$ cat src/rtl/flp_subtractor.sv
// flp_subtractor: multi-cycle |A - B| on (exp, mant) floating-point operands.
// Aligns, subtracts and normalizes iteratively behind valid/ready handshakes.
module flp_subtractor #(
    parameter int EXP_WIDTH  = 9,
    parameter int MANT_WIDTH = 8
) (
    input  logic                  clk,
    input  logic                  rst,
    input  logic                  in_valid,
    output logic                  in_ready,
    input  logic [EXP_WIDTH-1:0]  exp1,
    input  logic [MANT_WIDTH-1:0] mant1,
    input  logic [EXP_WIDTH-1:0]  exp2,
    input  logic [MANT_WIDTH-1:0] mant2,
    output logic                  out_valid,
    input  logic                  out_ready,
    output logic [EXP_WIDTH-1:0]  exp,
    output logic [MANT_WIDTH-1:0] mant,
    output logic                  sign,
    output logic                  zero
);

    typedef enum logic [2:0] {
        IDLE,
        ALIGN,
        SUB,
        NORM,
        DONE
    } state_t;

    state_t                state_q, state_d;
    logic [EXP_WIDTH-1:0]  ea_q, ea_d;
    logic [EXP_WIDTH-1:0]  eb_q, eb_d;
    logic [MANT_WIDTH-1:0] ma_q, ma_d;
    logic [MANT_WIDTH-1:0] mb_q, mb_d;
    logic [EXP_WIDTH-1:0]  max_q, max_d;
    logic [EXP_WIDTH-1:0]  exp_q, exp_d;
    logic [MANT_WIDTH-1:0] mant_q, mant_d;
    logic                  sign_q, sign_d;
    logic                  zero_q, zero_d;

    logic                  a_ge;
    logic [EXP_WIDTH-1:0]  ediff;
    logic                  far;
    logic [MANT_WIDTH-1:0] a_al;
    logic [MANT_WIDTH-1:0] b_al;

    // Alignment: shift the smaller-exponent mantissa right, flush when too far
    always_comb begin
        a_ge  = (ea_q >= eb_q);
        ediff = a_ge ? (ea_q - eb_q) : (eb_q - ea_q);
        far   = (ediff >= EXP_WIDTH'(MANT_WIDTH));
        a_al  = ma_q;
        b_al  = mb_q;
        if (a_ge) begin
            b_al = far ? '0 : (mb_q >> ediff);
        end else begin
            a_al = far ? '0 : (ma_q >> ediff);
        end
    end

    // Next-state and datapath updates for the align/sub/normalize sequence
    always_comb begin
        state_d = state_q;
        ea_d    = ea_q;
        eb_d    = eb_q;
        ma_d    = ma_q;
        mb_d    = mb_q;
        max_d   = max_q;
        exp_d   = exp_q;
        mant_d  = mant_q;
        sign_d  = sign_q;
        zero_d  = zero_q;
        unique case (state_q)
            IDLE: begin
                if (in_valid) begin
                    ea_d    = exp1;
                    ma_d    = mant1;
                    eb_d    = exp2;
                    mb_d    = mant2;
                    sign_d  = 1'b0;
                    zero_d  = 1'b0;
                    state_d = ALIGN;
                end
            end
            ALIGN: begin
                ma_d    = a_al;
                mb_d    = b_al;
                max_d   = a_ge ? ea_q : eb_q;
                state_d = SUB;
            end
            SUB: begin
                if (mb_q > ma_q) begin
                    sign_d = 1'b1;
                    mant_d = mb_q - ma_q;
                end else begin
                    sign_d = 1'b0;
                    mant_d = ma_q - mb_q;
                end
                exp_d   = max_q;
                state_d = NORM;
            end
            NORM: begin
                if (mant_q == '0) begin
                    exp_d   = '0;
                    sign_d  = 1'b0;
                    zero_d  = 1'b1;
                    state_d = DONE;
                end else if (mant_q[MANT_WIDTH-1] || (exp_q == '0)) begin
                    // exponent floor leaves the result unnormalized
                    state_d = DONE;
                end else begin
                    mant_d = mant_q << 1;
                    exp_d  = exp_q - EXP_WIDTH'(1);
                end
            end
            DONE: begin
                if (out_ready) begin
                    state_d = IDLE;
                end
            end
            default: state_d = IDLE;
        endcase
    end

    // State and datapath registers with synchronous reset
    always_ff @(posedge clk) begin
        if (rst) begin
            state_q <= IDLE;
            ea_q    <= '0;
            eb_q    <= '0;
            ma_q    <= '0;
            mb_q    <= '0;
            max_q   <= '0;
            exp_q   <= '0;
            mant_q  <= '0;
            sign_q  <= 1'b0;
            zero_q  <= 1'b0;
        end else begin
            state_q <= state_d;
            ea_q    <= ea_d;
            eb_q    <= eb_d;
            ma_q    <= ma_d;
            mb_q    <= mb_d;
            max_q   <= max_d;
            exp_q   <= exp_d;
            mant_q  <= mant_d;
            sign_q  <= sign_d;
            zero_q  <= zero_d;
        end
    end

    // Handshake flags and result outputs come straight from registers
    always_comb begin
        in_ready  = (state_q == IDLE);
        out_valid = (state_q == DONE);
        exp       = exp_q;
        mant      = mant_q;
        sign      = sign_q;
        zero      = zero_q;
    end

endmodule

$ cat config.mk
export PLATFORM = sky130hd
export DESIGN_NAME = flp_subtractor
export DESIGN_NICKNAME = d
export VERILOG_FILES = /design/src/rtl/flp_subtractor.sv
export SDC_FILE = /design/constraint.sdc
export NUM_CORES = 1
export LEC_CHECK = 0
export CORE_AREA = 3 3 138 140
export CTS_BUF_LIST = sky130_fd_sc_hd__clkbuf_8 sky130_fd_sc_hd__clkbuf_16
export DETAILED_ROUTE_END_ITERATION = 8
export DIE_AREA = 0 0 141 143
export DONT_BUFFER_PORTS = 1
export PLACE_DENSITY_LB_ADDON = 0.1
export SETUP_SLACK_MARGIN = 0.5
export SLEW_MARGIN = 10
export SYNTH_ARGS = -nofsm -noshare
export SYNTH_HDL_FRONTEND = slang
export SYNTH_SLANG_ARGS = --single-unit
$ cat constraint.sdc
create_clock -name clk -period 6.2 [get_ports clk]
set_clock_uncertainty 0.1 [all_clocks]
set_input_delay 0.62 -clock clk [delete_from_list [all_inputs] [get_ports clk]]
set_output_delay 0.62 -clock clk [all_outputs]
set_load 0.05 [all_outputs]
# ---- Word-level counts from Yosys, hierarchy flattened
# Index checks and enable logic that the tools add are counted.
dict set report totals {
  register_bits 65
  latch_bits 0
  ramBits 0
  rom_bits 0
  in_bits 38
  output_inout_bits 21
  word_cells 77
  memories 0
}
dict set report classes {
  n_addsub 5
  mul 0
  n_div 0
  n_lt_le_gt_ge 3
  eq_ne 13
  shift 2
  muxes 28
  bitwise_logic 0
  reduce_logical 16
}
# op count
set op_table {}
lappend op_table {{2-to-1 mux 8 bit} 9}
lappend op_table {{one-hot mux 8 bit (2 select lines)} 3}
lappend op_table {{2-to-1 mux 9 bit} 4}
lappend op_table {{one-hot mux 9 bit (2 select lines)} 1}
lappend op_table {{AND reduction 3 bit} 6}
lappend op_table {{right shift 8 x 9 -> 8 bit} 2}
lappend op_table {{subtractor 9 bit} 2}
lappend op_table {{subtractor 8 bit} 2}
lappend op_table {{one-hot mux 3 bit (5 select lines)} 1}
lappend op_table {{2-to-1 mux 3 bit} 4}
lappend op_table {{inequality test 2 bit, second input constant} 6}
lappend op_table {{>= comparator 9 x 4 -> 1 bit, second input constant} 1}
lappend op_table {{>= comparator 9 bit} 1}
lappend op_table {{zero test 9 bit} 1}
lappend op_table {{subtractor 9 x 1 -> 9 bit, second input constant} 1}
lappend op_table {{> comparator 8 bit} 1}
lappend op_table {{zero test 8 bit} 1}
lappend op_table {{== test 3 x 2 -> 1 bit, second input constant} 2}
lappend op_table {{inequality test 3 bit, second input constant} 2}
lappend op_table {{nonzero test 2 bit} 3}
lappend op_table {{2-to-1 mux 1 bit} 4}
lappend op_table {{AND reduction 2 bit} 2}
lappend op_table {{== test 3 x 1 -> 1 bit, second input constant} 1}
lappend op_table {{== test 3 bit, second input constant} 1}
lappend op_table {{other kinds (6)} 6}

# ---- Logic depth before layout (Yosys ltp)
# Gate-level depths: netlist of run 1.
dict set report logic_depth {
  word_depth 6
  ltp_mapped 14
  depth_no_buf 12
}

# ---- Worst setup path after synthesis of run 1
# Ideal clock, no wire load.
dict set report synth_timing {
  kind {register to register}
  start {reg ea_q[1]}
  end {reg ma_q[2]}
  setup_time_ns 0.086
  t_arrival_ns 2.827
  required_ns 6.014
  slack_ns 3.187
  path_stages_with_launch 13
  n_path_buf 2
  period_less_slack_ns 3.013
  path_cell_list {dfxtp_1 -> inv_1 -> ha_1 -> and2b_2 -> o211ai_1 -> a21o_1 -> buf_6 -> a2111oi_1 -> or4_4 -> a221oi_4 -> buf_6 -> o2111ai_2 -> a221oi_2}
}
dict set report synth_via {
  elab_chain_len 6
  word_cells_on_any_way 11
  classes_between {add/sub: 2; order compare: 2; eq/ne: 1; shift: 1; mux: 4; reduce/logical: 1}
}
# element line_no
set synth_lines {}
lappend synth_lines {{start, declared} 32} ;# logic [EXP_WIDTH-1:0] ea_q, ea_d;
lappend synth_lines {{start signal, assigned} 130} ;# ea_q <= '0;
lappend synth_lines {{start signal, assigned} 141} ;# ea_q <= ea_d;
lappend synth_lines {{subtractor 9 bit or >= comparator 9 bit (tied branches)} {51, 50}}
lappend synth_lines {{2-to-1 mux 9 bit} 51} ;# ediff = a_ge ? (ea_q - eb_q) : (eb_q - ea_q);
lappend synth_lines {{>= comparator 9 x 4 -> 1 bit or right shift 8 x 9 -> 8 bit (tied branches)} {52, 58}}
lappend synth_lines {{2-to-1 mux 8 bit} 58} ;# a_al = far ? '0 : (ma_q >> ediff);
lappend synth_lines {{2-to-1 mux 8 bit} 55} ;# if (a_ge) begin
lappend synth_lines {{one-hot mux 8 bit (2 select lines)} 74} ;# unique case (state_q)
lappend synth_lines {{end signal, assigned} 143} ;# ma_q <= ma_d;
lappend synth_lines {{end, declared} 34} ;# logic [MANT_WIDTH-1:0] ma_q, ma_d;
# Several ways; a longest one is shown, not always the timed one. The select of a mux whose other input is x is not followed.
# A chain may end at the register's enable or synchronous reset.

# ---- Worst setup path in the final report of run 1
dict set report layout_timing {
  start {reg ea_q[4]}
  end {reg ma_q[2]}
}
# The elaborated chain is that of the path after synthesis.

==> results of run 1 <==
## cell type report
type	instances	area (um^2)
clock inverters	7	47.5
flip-flops and latches	65	1300
clock buffers	9	225
repair buffers	4	30.0
inverters	48	180
well taps	229	287
fillers	1955	12200
multi-input cells	544	3660
## kinds of logic (layout without fill, tap and decap cells)
group | after synthesis | after routing
DFF | 65 | 65
and+or+nand+nor | 255 | 255
adders and majority gates | 37 | 37
xor gates and xnor gates | 10 | 10
AOI/OAI and AO/OA | 223 | 223
muxes | 19 | 19
buffers and inverters | 87 | 68
## power groups by stage
stage | sequential, mW | clock (mW) | combinational, mW
detailed placement | 0.572 | 0 | 0.894
finish | 0.562 | 0.469 | 0.900
global route | 0.569 | 0.503 | 0.997
CTS | 0.563 | 0.486 | 0.899
floorplan | 0.545 | 0 | 0.709
global placement | 0.572 | 0 | 0.894
## worst min path at each step
stage / end / slack, ns
floorplan: eb_q[8] / 0.35
global placement: eb_q[0] / 0.38
detailed placement: ea_q[8] / 0.38
CTS: mb_q[7] / 0.24
global route: ma_q[2] / 0.25
finish: ma_q[2] / 0.26
## per-layer routing
layer,wire (um),vias up
li1,-,2518
met1,8160,2487
met2,8550,126
met3,720,12
met4,172,0
met5,0,-
## worst register-to-register path: cells and delay by family (launching register included)
family	cells	cell delay [ns]
adders and majority gates	1	0.46
and+or+nand+nor	1	0.30
DFF	1	0.40
buffers and inverters	1	0.07
AOI/OAI and AO/OA	7	2.46
## cells in the final DEF, fill, tap and decap left out, types with 7 or more instances in the layout
cell type  instances
a211oi_1          15
a21oi_1           61
a22oi_1           10
a311oi_1          11
a32oi_1            8
and2_1            10
clkbuf_16          9
dfxtp_1           65
ha_1              33
inv_1             49
mux2i_1           11
nand2_1           93
nand3_1           21
nor2_1            58
nor2b_1            8
nor3_1            12
o21a_1            10
o21ai_0           34
o221ai_1           7
## state kept, by name, summed over array words and instances (netlist names)
name and flops:
ea_q 9, ma_q 8, mb_q 8, eb_q 9, sign 1, max_q 9, zero 1, exp 9
state_q 3, mant 8
## through the flow
stage	total power [mW]	utilization (%)	hold WS [ns]	worst slack, ns	instance area [um^2]
after floorplan	1.25	-	0.350	3.19	5330
final	1.93	31.9	0.265	2.32	5730
after global routing	2.07	31.9	0.249	2.16	5730
after global placement	1.47	30.4	0.377	2.47	5460
after detailed placement	1.47	30.4	0.379	2.41	5460
after CTS	1.95	31.9	0.243	2.41	5730
==> flow_summary.yaml, run 1 <==
outcome:
  status: "complete, no violations"
power:
  vdd_drop_max_mv: 0.147
  power_frac_comb_pct: 46.6
  power_density_mw_per_mm2: 337
  p_clk_share_pct: 24.3
  swShare_pct: 44.5
  power_frac_seq_pct: 29.1
  p_switching_mw: 0.859
  leakage_nw: 2.08
  p_int_mw: 1.07
worst_setup_path:
  rr_endpoint: "ma_q[2]"
  r2r_cells: 10
  rr_startpoint: "ea_q[4]"
  path_buf_inv: 1
  cp_top_family: "compound AO/OA/AOI/OAI gates"
  cp_slowest_cell: "a221oi_4"
  worstSetupPathType: "reg2reg"
  endpoint: "ma_q[2]"
  path_cells: "inv_1, ha_1, or2_1, a31oi_1, a21oi_1, o21ai_0, o311ai_1, a221oi_4, o2111ai_2, a221oi_2"
  worst-r2r-setup-slack_ns: 2.32
  cp-end-kind: "register"
  worstSetupStartpointType: "register"
  cpPeakStageDelay_ns: 0.71
  worstSetupStartpoint: "ea_q[4]"
  worstPathMaxFanout: 12
  cp.required_ns: 6.35
  critical_path_depth: 10
  worstPathArrival_ns: 4.03
floorplanning:
  core-area_mm2: 0.0180
  fp.dieW_um: 141
  io_pins: 59
  initial_core_util_pct: 29.7
  die_h_um: 143
  dieArea_mm2: 0.0202
  rows: 49
logic_synthesis:
  ys_warn_count: 0
  synth_compound_area_share_pct: 29.4
  ys_types: 84
  post_synth_xor_area_fraction_pct: 1.64
  synth-edff-count: 0
  synth_common_cells: "nand2_1, dfxtp_1, a21oi_1"
  synthMuxAreaShare_pct: 5.02
  synth_top_family_by_area: "compound AO/OA/AOI/OAI gates"
  ys.flop_type: "dfxtp_1"
  netlist.area_leader.share_pct: 24.4
  yosysSeqAreaShare_pct: 24.4
  ys_ff_latch: 65
  async_flop_share_pct: 0
  yosys.area.top_type: "dfxtp_1"
  synthTopCellsByArea: "dfxtp_1, ha_1, nand2_1, a21oi_1, nor2_1"
  synth_simple_gate_area_share_pct: 23.2
  syn_inst: 696
  syn-cell-area_mm2: 0.00533
  syn_nets: 771
  avgSynthCellArea_um2: 7.66
  yosysMostFrequentCell: "nand2_1"
  synthAdderAreaFrac_pct: 9.25
timing:
  final_max_slew_viol_count: 0
  fin_crit_ns: 3.88
  finalSetupTns_ns: 0
  maxSlewHeadroom_pct: 39.2
  post-route-period-util_pct: 62.5
  tightest_slew_ns: 0.912
  rsz0062_at_grt: "no"
  finalSetupViolCount: 0
  fmax_ghz: 0.258
  final_hold_viol_count: 0
routing:
  via_per_inst: 5.68
  routed-via-count: 5143
  first_pass_iters: 5
  ant_nets: 0
  wl_per_cell_um: 19.4
  initialDrtViolationCount: 411
  wl_mm: 17.6
  drc_errors: 0
grt:
  grt_max_degree: 58
  grt_pass1_wl_mm: 27.6
  overflow: 0
  grtUsageMet1_pct: 22.8
  antenna_found_initial: 0
  grt_pass1_vias: 4818
  grt_busiest_layer: "met2"
  use_met3_pct: 3.72
  grt_use_total_pct: 17.3
  grt_util_met2_pct: 28.9
min_path:
  hold_class: "in2reg"
  hold_start: "rst"
  min_path_cells: 1
cts:
  cts_made_buffers: 9
  clkLatencyLatePin_ns: 0.34
  cts_max_path_buffers: 2
  clk_transition_reported_paths_ns: 0.06
  htree_levels: 3
  cts_resized: 0
  cts_hold_buffers: 0
  cts_root_buffer: "clkbuf_16"
  cts.sinks: 65
  cts_setup_buffers: 0
  cts_tree: "yes"
finish:
  nNetsFinal: 747
  area.growth.synth_to_final_pct: 7.51
  antenna_cells: 0
  fin_cells: 906
  drive_above_1_share_pct: 6.94
placed_design:
  portBuffers: 0
  dp_cells: 890
  place_congestion: 0.849
  hpwl_mm: 13.2
run:
  cap_violations: 0
Note: power is estimated with default switching activity, not from simulation.
==> run 2: changes to the inputs <==
==> constraint.sdc (replaced) <==
create_clock -name clk -period 3.6 [get_ports clk]
set_clock_uncertainty 0.1 [all_clocks]
set_input_delay 0.36 -clock clk [delete_from_list [all_inputs] [get_ports clk]]
set_output_delay 0.36 -clock clk [all_outputs]
set_load 0.05 [all_outputs]
==> run 2 against run 1 <==
  * Sequential share of layout area shrank 3.0 points
  * Worst hold slack worse by 0.24 ns
  * Cell count increased by 7.2%
  * Combinational power rose by 130%
  * Wire length rose by 7.3%
  * Die area unchanged
  * Sequential power grew 62%
  * Flip-flop and latch count unchanged
  * Critical path depth rose by 2
  * Largest cell class unchanged
==> flow_summary.yaml, run 2 (synthesis gave the netlist of run 1 again) <==
outcome:
  status: "complete, no violations"
worst_setup_path:
  cp.required_ns: 3.77
  worstPathMaxFanout: 6
  cpPeakStageDelay_ns: 0.59
  cp_slowest_cell: "or4_4"
  worstSetupStartpointType: "register"
  path_cells: "inv_2, ha_4, nor2b_1, o21a_1, or3_1, o32ai_2, or4_4, a221oi_4, buf_6, buf_16, a32oi_1, a21oi_1"
  worstSetupPathType: "reg2reg"
  worstPathArrival_ns: 3.26
  cp-end-kind: "register"
timing:
  fmax_ghz: 0.324
  final_hold_viol_count: 0
  finalSetupTns_ns: 0
  final_max_slew_viol_count: 0
  post-route-period-util_pct: 85.7
  maxSlewHeadroom_pct: 40.5
  rsz0062_at_grt: "yes"
  tightest_slew_ns: 0.889
  finalSetupViolCount: 0
  fin_crit_ns: 3.08
  layout_setup_ws_ns: 0.516
floorplanning:
  core-area_mm2: 0.0180
  die_h_um: 143
  io_pins: 59
  rows: 49
  initial_core_util_pct: 29.7
  fp.dieW_um: 141
  dieArea_mm2: 0.0202
routing:
  routed-via-count: 5440
  initialDrtViolationCount: 370
  ant_nets: 0
  wl_per_cell_um: 19.4
  wl_mm: 18.9
  first_pass_iters: 5
  via_per_inst: 5.60
  drc_errors: 0
finish:
  regArea_mm2: 0.00132
  n_fill_cell: 1900
  area.growth.synth_to_final_pct: 25.7
  post-route-util_pct: 37.3
  drive_above_1_share_pct: 22.9
  final_common_cell: "nand2_1"
  multi_input_area_mm2: 0.00405
  antenna_cells: 0
  layout_common_cells: "nand2_1, buf_4, a21oi_1, nor2_1, dfxtp_1"
  nNetsFinal: 812
placed_design:
  dp_worst_setup_slack_ns: 0.152
  hpwl_mm: 13.7
  portBuffers: 0
  place_congestion: 0.854
power:
  leakage_nw: 2.46
  vdd_drop_max_mv: 0.266
  power_density_mw_per_mm2: 570
grt:
  antenna_found_initial: 0
  grt_pass1_vias: 5484
  overflow: 0
  grt_max_degree: 58
  grt_pass1_wl_mm: 29.8
  grt_use_total_pct: 18.5
cts:
  clkLatencyLatePin_ns: 0.34
  cts_max_path_buffers: 2
  clk_transition_reported_paths_ns: 0.06
  cts.sinks: 65
  htree_levels: 3
  cts_tree: "yes"
  cts_made_buffers: 9
  cts_root_buffer: "clkbuf_16"
run:
  cap_violations: 0
min_path:
  hold_class: "in2reg"
## run 2: cell count changes in the layout (fill, tap and decap cells not counted), sizes merged
cell         before  now
clkbuf            9   10
clkinvlp          1    2
buf               4   64
dlygate4sd3       0    5
clkinv            4    3
inv              50   49
## run 2: worst paths after layout
kind                start  endpoint  slack (ns)  cells past startpoint
setup / recovery  ea_q[1]   ma_q[6]        0.52                     12
hold / removal        rst   ea_q[7]        0.02                      1
setup reg to reg  ea_q[1]   ma_q[6]        0.52                     12
hold reg to reg   ea_q[3]   ea_q[3]        0.38                      2
## run 2: timing repair
| item | in CTS | in global routing |
|---|---|---|
| pin swaps | 17 | 35 |
| hold buffers | 2 | 3 |
| buffers inserted | 14 | 11 |
| setup endpoints to repair | 17 | 21 |
| endpoints found under the hold margin | 7 | 6 |
| cloned | 1 | 0 |
| resized for setup | 44 | 53 |
## run 2: worst max-delay path: cells and delay by family, from the launching register on
kind            cells  cell delay [ns]
simple gates        3             1.06
buf+inv             3             0.34
flops               1             0.38
fa+ha+maj           1             0.27
compound gates      5             0.86
## run 2: metal layers
| metal | vias to the layer above | wire length, um | GRT usage [%] |
|---|---|---|---|
| li1 | 2653 | - | - |
| met1 | 2634 | 8560 | 23.7 |
| met2 | 127 | 9120 | 31.3 |
| met3 | 26 | 792 | 3.45 |
| met4 | 0 | 401 | 6.37 |
| met5 | - | 0 | 0 |
## run 2: where the power goes
group | total, mW | internal, mW | switching, mW
clock | 0.837 | 0.486 | 0.351
combinational | 2.08 | 0.874 | 1.20
sequential | 0.909 | 0.795 | 0.114
total | 3.82 | 2.15 | 1.67
## run 2: final cells by class
cell class,count,area share [%]
Clock buffer,10,3.57
Clock inverter,6,0.635
Inverter,48,2.69
Multi-Input combinational cell,544,60.4
Sequential cell,65,19.7
Tap cell,229,4.28
Timing Repair Buffer,69,8.76
## run 2: per-stage QoR
step / hold slack (ns) / std cells / total power, mW / area (um^2)
2_1_floorplan: 0.350 / 696 / 2.16 / 5330
4_1_cts: -0.0201 / 957 / 3.65 / 6350
3_5_place_dp: 0.344 / 924 / 2.62 / 5720
5_1_grt: 0.000807 / 971 / 4.08 / 6700
6_report: 0.0230 / 971 / 3.82 / 6700
3_3_place_gp: 0.334 / 924 / 2.62 / 5720
